===== src/rtl/freq_ring_sequencer.sv =====
// Steps the frequency-selector rings at a programmable dwell period, tracking the
// current tone index and sweep boundaries, and defers steps while the rings are held.
module freq_ring_sequencer #(
    parameter int unsigned DWELL_W = 16,
    parameter int unsigned IDX_W   = 7
) (
    input  logic               dev_clk,
    input  logic               dev_rst,
    input  logic               enable,
    input  logic [DWELL_W-1:0] dwell,
    input  logic [IDX_W-1:0]   num_tones,
    input  logic [3:0]         second_div,
    input  logic               ring_hold,
    input  logic               clr_stats,
    output logic               rd_en_first,
    output logic               rd_en_second,
    output logic [IDX_W-1:0]   tone_idx,
    output logic               sweep_start,
    output logic               running,
    output logic [7:0]         stall_cnt
);

    typedef enum logic [1:0] {ST_IDLE, ST_DWELL, ST_HOLD} state_t;

    state_t             state_q, state_d;
    logic [DWELL_W-1:0] cnt_q, cnt_d;
    logic [3:0]         sub_q, sub_d;
    logic [IDX_W-1:0]   n_lat_q, n_lat_d;
    logic [IDX_W-1:0]   tone_idx_q, tone_idx_d;
    logic [7:0]         stall_cnt_q, stall_cnt_d;
    logic               rd_first_q, rd_first_d;
    logic               rd_second_q, rd_second_d;
    logic               sweep_q, sweep_d;
    logic               step;
    logic               stall_inc;

    always_comb begin
        state_d     = state_q;
        cnt_d       = cnt_q;
        sub_d       = sub_q;
        n_lat_d     = n_lat_q;
        tone_idx_d  = tone_idx_q;
        rd_first_d  = 1'b0;
        rd_second_d = 1'b0;
        sweep_d     = 1'b0;
        step        = 1'b0;
        stall_inc   = 1'b0;

        // enable deassertion is checked first so it pre-empts a due step
        case (state_q)
            ST_IDLE: begin
                if (enable && (num_tones != '0)) begin
                    state_d    = ST_DWELL;
                    n_lat_d    = num_tones;
                    cnt_d      = dwell;
                    tone_idx_d = '0;
                    sub_d      = '0;
                    sweep_d    = 1'b1;
                end
            end
            ST_DWELL: begin
                if (!enable) begin
                    state_d = ST_IDLE;
                end else if (cnt_q != '0) begin
                    cnt_d = cnt_q - DWELL_W'(1);
                end else if (ring_hold) begin
                    state_d   = ST_HOLD;
                    stall_inc = 1'b1;
                end else begin
                    step = 1'b1;
                end
            end
            ST_HOLD: begin
                if (!enable) begin
                    state_d = ST_IDLE;
                end else if (!ring_hold) begin
                    step = 1'b1;
                end
            end
            default: state_d = ST_IDLE;
        endcase

        if (step) begin
            rd_first_d = 1'b1;
            cnt_d      = dwell;
            state_d    = ST_DWELL;
            if (tone_idx_q == (n_lat_q - IDX_W'(1))) begin
                tone_idx_d = '0;
                sweep_d    = 1'b1;
                n_lat_d    = num_tones;
                if (num_tones == '0) begin
                    state_d = ST_IDLE;
                end
            end else begin
                tone_idx_d = tone_idx_q + IDX_W'(1);
            end
            if (sub_q == second_div) begin
                rd_second_d = 1'b1;
                sub_d       = '0;
            end else begin
                sub_d = sub_q + 4'd1;
            end
        end

        stall_cnt_d = stall_cnt_q;
        if (clr_stats) begin
            stall_cnt_d = '0;
        end else if (stall_inc && (stall_cnt_q != 8'hFF)) begin
            stall_cnt_d = stall_cnt_q + 8'd1;
        end
    end

    always_ff @(posedge dev_clk or posedge dev_rst) begin
        if (dev_rst) begin
            state_q     <= ST_IDLE;
            cnt_q       <= '0;
            sub_q       <= '0;
            n_lat_q     <= '0;
            tone_idx_q  <= '0;
            stall_cnt_q <= '0;
            rd_first_q  <= 1'b0;
            rd_second_q <= 1'b0;
            sweep_q     <= 1'b0;
        end else begin
            state_q     <= state_d;
            cnt_q       <= cnt_d;
            sub_q       <= sub_d;
            n_lat_q     <= n_lat_d;
            tone_idx_q  <= tone_idx_d;
            stall_cnt_q <= stall_cnt_d;
            rd_first_q  <= rd_first_d;
            rd_second_q <= rd_second_d;
            sweep_q     <= sweep_d;
        end
    end

    assign rd_en_first  = rd_first_q;
    assign rd_en_second = rd_second_q;
    assign tone_idx     = tone_idx_q;
    assign sweep_start  = sweep_q;
    assign running      = (state_q != ST_IDLE);
    assign stall_cnt    = stall_cnt_q;

endmodule


===== config.mk =====
export PLATFORM = sky130hd
export DESIGN_NAME = freq_ring_sequencer
export DESIGN_NICKNAME = d
export VERILOG_FILES = /design/src/rtl/freq_ring_sequencer.sv
export SDC_FILE = /design/constraint.sdc
export NUM_CORES = 1
export LEC_CHECK = 0
export BUFFER_PORTS_ARGS = -buffer_cell sky130_fd_sc_hd__buf_4
export CORE_ASPECT_RATIO = 0.8
export CORE_MARGIN = 8
export CORE_UTILIZATION = 45
export DETAILED_ROUTE_END_ITERATION = 6
export PLACE_DENSITY = 0.66
export SLEW_MARGIN = 5
export SYNTH_ARGS = -nofsm -noshare
export SYNTH_HDL_FRONTEND = slang
export SYNTH_SLANG_ARGS = --single-unit

===== constraint.sdc =====
create_clock -name dev_clk -period 3.3 [get_ports dev_clk]
set_input_delay 0.66 -clock dev_clk [delete_from_list [all_inputs] [get_ports dev_clk]]
set_output_delay 0.66 -clock dev_clk [all_outputs]
set_load 0.005 [all_outputs]

Word-level counts from Yosys, hierarchy flattened
Index checks and enable logic that the tools add are counted.

Bits in latches: 0. Register bits: 47. Input bits: 32. RAM bits: 0. ROM bits: 0. Logic and storage cells: 83. Output and inout port bits: 19. Memories kept: 0.

Add/sub/neg operators: 5. Shifts and indexed selects: 0. Bitwise logic cells: 0. Reduce and logical (&&, ||, !) cells: 14. Mux-type cells: 44. Multipliers: 0. Div/mod/pow operators: 0. $lt $le $gt $ge: 0. Equal/unequal tests: 11.

Operators by type and width (count): $mux 16 (4); $mux 7 (8); $pmux 16 s2 (1); $mux 1 (17); $mux 4 (4); $mux 8 (2); $reduce_bool 16->1 (1); $sub 16x1->16 const B (1); $mux 2 (6); $ne 3x3->1 const B (4); $add 8x1->8 const B (1); $ne 4x4->1 const B (2); $ne 8x8->1 const B (1); $reduce_and 4->1 (2); $reduce_bool 2->1 (4); $add 7x1->7 const B (1); $eq 7x7->1 (1); $logic_not 7->1 (1); $reduce_bool 7->1 (1); $sub 7x1->7 const B (1); $pmux 2 s3 (1); $add 4x1->4 const B (1); $eq 4x4->1 (1); $reduce_bool 3->1 (1); other kinds (6) (7).

Depth between registers and ports, before layout
Depth in word-level cells: 7. Depth in mapped cells: 11. Mapped depth without buffers: 9.

Least setup slack after synthesis
Ideal clock, no wire load.

Path kind: register to register. From: register n_lat_q[0]. To: register state_q[0]. Cell stages (with the launch flop): 9. Slack: 829 ps. Data arrival time: 2350 ps. Library setup time: 122 ps. Period minus slack after synthesis: 2471 ps. Required time: 3178 ps. Path buffers: 0. Cells stage by stage: dfrtp_1 inv_1 ha_1 or3b_4 and3_4 nor4_4 o22ai_2 or4_1 a32o_1.

Longest elaborated chain between the ends: 4.

Ends and longest elaborated chain: start: declaration (RTL line 28) `logic [IDX_W-1:0] n_lat_q, n_lat_d;`; start signal: assignment (RTL line 128) `n_lat_q <= n_lat_d;`; $sub 7x1->7 (RTL line 87) `if (tone_idx_q == (n_lat_q - IDX_W'(1))) begin`; $eq 7x7->1 (RTL line 87); $mux 1 (RTL line 87); $mux 2 (RTL line 83) `if (step) begin`; end signal: assignment (RTL line 125) `state_q <= state_d;`; end: declaration (RTL line 25) `state_t state_q, state_d;`.

Every way passes these cells. A chain may end at the register's enable or synchronous reset.

Worst setup path after layout
From: register n_lat_q[0]. To: register n_lat_q[1].

Longest elaborated chain between the ends: 4.

Ends and longest elaborated chain (RTL line): $sub 7x1->7 (87); $eq 7x7->1 (87); $mux 7 (87); $mux 7 (83); named net n_lat_d[1] (28).

The timed path passes the listed nets, and every way through them passes these cells.

==> results.yml <==
synthesis:
  yosysWarnings: 0
  synth_top_area_cell: "dfrtp_1"
  synth_edf_count: 0
  synthFlopType: "dfrtp_1"
  synth-seq-cells: 47
  synthDistinctLibCells: 53
  syn_area_um2: 2890
  yosysTopAreaCellShare: 0.407
  synth_area_leaders: "dfrtp_1 41%, o21ai_0 4.7%, nor2_1 4.4%"
  syn-num-nets: 369
  yosysSeqAreaShare: 0.407
  async_reset_ff_frac: 1.00
  syn_avg_cell_area_um2: 8.80
  synthCells: 328
  synth_common_cells: "47 x dfrtp_1, 34 x nor2_1, 27 x nand2_1, 27 x o21ai_0, 20 x a21oi_1"
  synth_most_common_cell: "dfrtp_1"
route:
  vias_per_cell: 5.54
  detail-route-antenna-nets: 0
  vias: 2561
  dr.first_iter.drc_count: 130
  wl_per_cell_um: 14.8
  drt_wl_total_um: 6850
  firstDrtPassIters: 5
  drc: 0
finish:
  final_layout_size_suffix_gt1_frac: 0.228
  fin_nets: 418
  syn_to_final_growth_pct: 20.1
  stdcell_area_um2: 3470
  antenna_cells: 0
cts:
  cts_sinks: 47
  ctsHoldBuffers: 0
  cts_inserted_buffers: 5
  cts_resized: 0
  cts-htree-levels: 2
  clk_latency_ns: 0.30
  cts_setup_buffers: 0
  cts_tree: "built"
  cts.path.max_buffers: 2
  clockRootBuffer: "clkbuf_8"
  path_clk_slew_ns: 0.10
worst_hold_path:
  holdPathEnd: "state_q[1]$_DFFE_PP0P_"
  hold_start: "state_q[1]$_DFFE_PP0P_"
  min_path_cells: 1
  hold_class: "flip-flop to flip-flop"
sta:
  rsz0062_at_grt: "false"
  finalHoldViolations: 0
  worstMarginPinSlew_ns: 0.975
  finalCritPeriodShare: 0.825
  layout_setup_ws_ns: 0.578
  fin_worst_skew_ns: 0.0152
  finalSetupViolations: 0
  slew_headroom: 0.349
  fin_setup_tns_ns: 0
  slew_viol_final: 0
  max_freq_mhz: 367
  fin_crit_ns: 2.72
critical_path:
  crit-reg2reg-launch: "n_lat_q[0]$_DFF_PP0_"
  crit_path_start_kind: "flip-flop"
  crit_path_end_kind: "flip-flop"
  reg2reg_depth: 8
  reg2reg_to: "n_lat_q[1]$_DFF_PP0_"
  worst-path-max-fanout: 8
  critical_path_class: "flip-flop to flip-flop"
  critical_path_required_ns: 3.49
  cp.arrival_ns: 2.91
  reg2reg_slack_ns: 0.58
die:
  start_util: 0.457
  die_area_um2: 9250
  die-width_um: 106
  coreArea_um2: 6310
  fp.dieH_um: 87.6
  num_rows: 26
  pin_count: 51
grt:
  grtUsageTotal: 0.149
  antenna_found_initial: 0
  grt_max_degree: 48
  grt_pass1_vias: 2479
  gr-total-overflow: 0
  grt_pass1_wl_um: 11500
run_status:
  status: "finished clean"
pwr:
  power.total_mw: 2.24
  p_per_area_nw_per_um2: 646
  vdd_drop_max_mv: 0.262
  leakagePower_nw: 1.51
placement:
  postPlaceCellArea_um2: 3350
  hpwl_um: 5020
  portBuffers: 50
  gp_congestion: 0.808
  dp_slack_ns: 0.622
run:
  maxCapViolCount: 0
-- per-stage QoR --
| step | hold WS, ns | util | cells |
|---|---|---|---|
| 4_1_cts | 0.526 | 0.549 | 462 |
| 6_report | 0.519 | 0.549 | 462 |
| 2_1_floorplan | 0.470 | - | 328 |
| 3_3_place_gp | 0.491 | 0.531 | 454 |
| 3_5_place_dp | 0.507 | 0.531 | 454 |
| 5_1_grt | 0.546 | 0.549 | 462 |
-- placed cells by master (no fill, tap or decap), types with 4 or more instances in the layout --
cell type	netlist	layout
xnor2_1	13	13
buf_4	1	55
nor3_1	19	19
inv_1	17	16
o22ai_1	8	8
xor2_1	6	6
mux2_2	8	8
o21ai_0	27	27
nand2_1	27	27
clkbuf_8	0	6
dfrtp_1	47	47
nor2_1	34	34
or3_1	4	4
nand3_1	10	10
a21oi_1	20	20
ha_1	9	9
nand4_1	7	7
nor4_1	7	7
-- worst max-delay path, stage by stage, from the launching register on --
cell and delay (ns):
dfrtp_1 0.44, inv_1 0.08, ha_1 0.18, or3b_4 0.39
and3_4 0.19, nor4_4 0.26, o22ai_2 0.20, o31ai_4 0.47
mux2_2 0.40
-- layout make-up --
type | instances | area, um^2
Fill cell | 587 | 2850
Multi-Input combinational cell | 250 | 1590
Sequential cell | 47 | 1180
Timing Repair Buffer | 55 | 413
Tap cell | 84 | 105
Clock buffer | 6 | 82.6
Inverter | 18 | 67.6
Clock inverter | 2 | 35.0
-- per-layer routing --
metal	track usage	share of wire
met1	0.205	0.51
met2	0.231	0.44
met3	0.0382	0.047
met4	0.0344	0.0080
met5	0	0
-- kinds of logic after synthesis --
kind of cell | Yosys count | share of synthesized area
DFF | 47 | 0.407
buffers and inverters | 31 | 0.0442
muxes | 11 | 0.0416
AOI/OAI and AO/OA | 77 | 0.164
and+or+nand+nor | 134 | 0.246
xor gates and xnor gates | 19 | 0.0577
adders and majority gates | 9 | 0.0390
-- registers in the layout, summed over array words and instances, names as in the netlist --
| register | count |
|---|---|
| cnt_q | 16 |
| rd_en_first | 1 |
| tone_idx | 7 |
| stall_cnt | 8 |
| sweep_start | 1 |
| n_lat_q | 7 |
| rd_en_second | 1 |
| state_q | 2 |
| sub_q | 4 |
-- how the worst max path moves through the flow --
| stage | slack (ns) | from | end |
|---|---|---|---|
| 2_1_floorplan | 0.83 | n_lat_q[0]$_DFF_PP0_ | state_q[0]$_DFFE_PP0P_ |
| 6_report | 0.58 | n_lat_q[0]$_DFF_PP0_ | n_lat_q[1]$_DFF_PP0_ |
| 3_3_place_gp | 0.72 | n_lat_q[0]$_DFF_PP0_ | n_lat_q[0]$_DFF_PP0_ |
| 3_5_place_dp | 0.62 | n_lat_q[0]$_DFF_PP0_ | n_lat_q[1]$_DFF_PP0_ |
| 5_1_grt | 0.50 | n_lat_q[0]$_DFF_PP0_ | n_lat_q[1]$_DFF_PP0_ |
| 4_1_cts | 0.59 | n_lat_q[0]$_DFF_PP0_ | n_lat_q[1]$_DFF_PP0_ |
-- report_power, final --
group	leakage [nW]	switching, mW	internal [mW]
sequential	0.610	0.186	0.721
combinational	0.838	0.485	0.403
clock	0.0612	0.198	0.245
(Power assumes the default switching activity.)
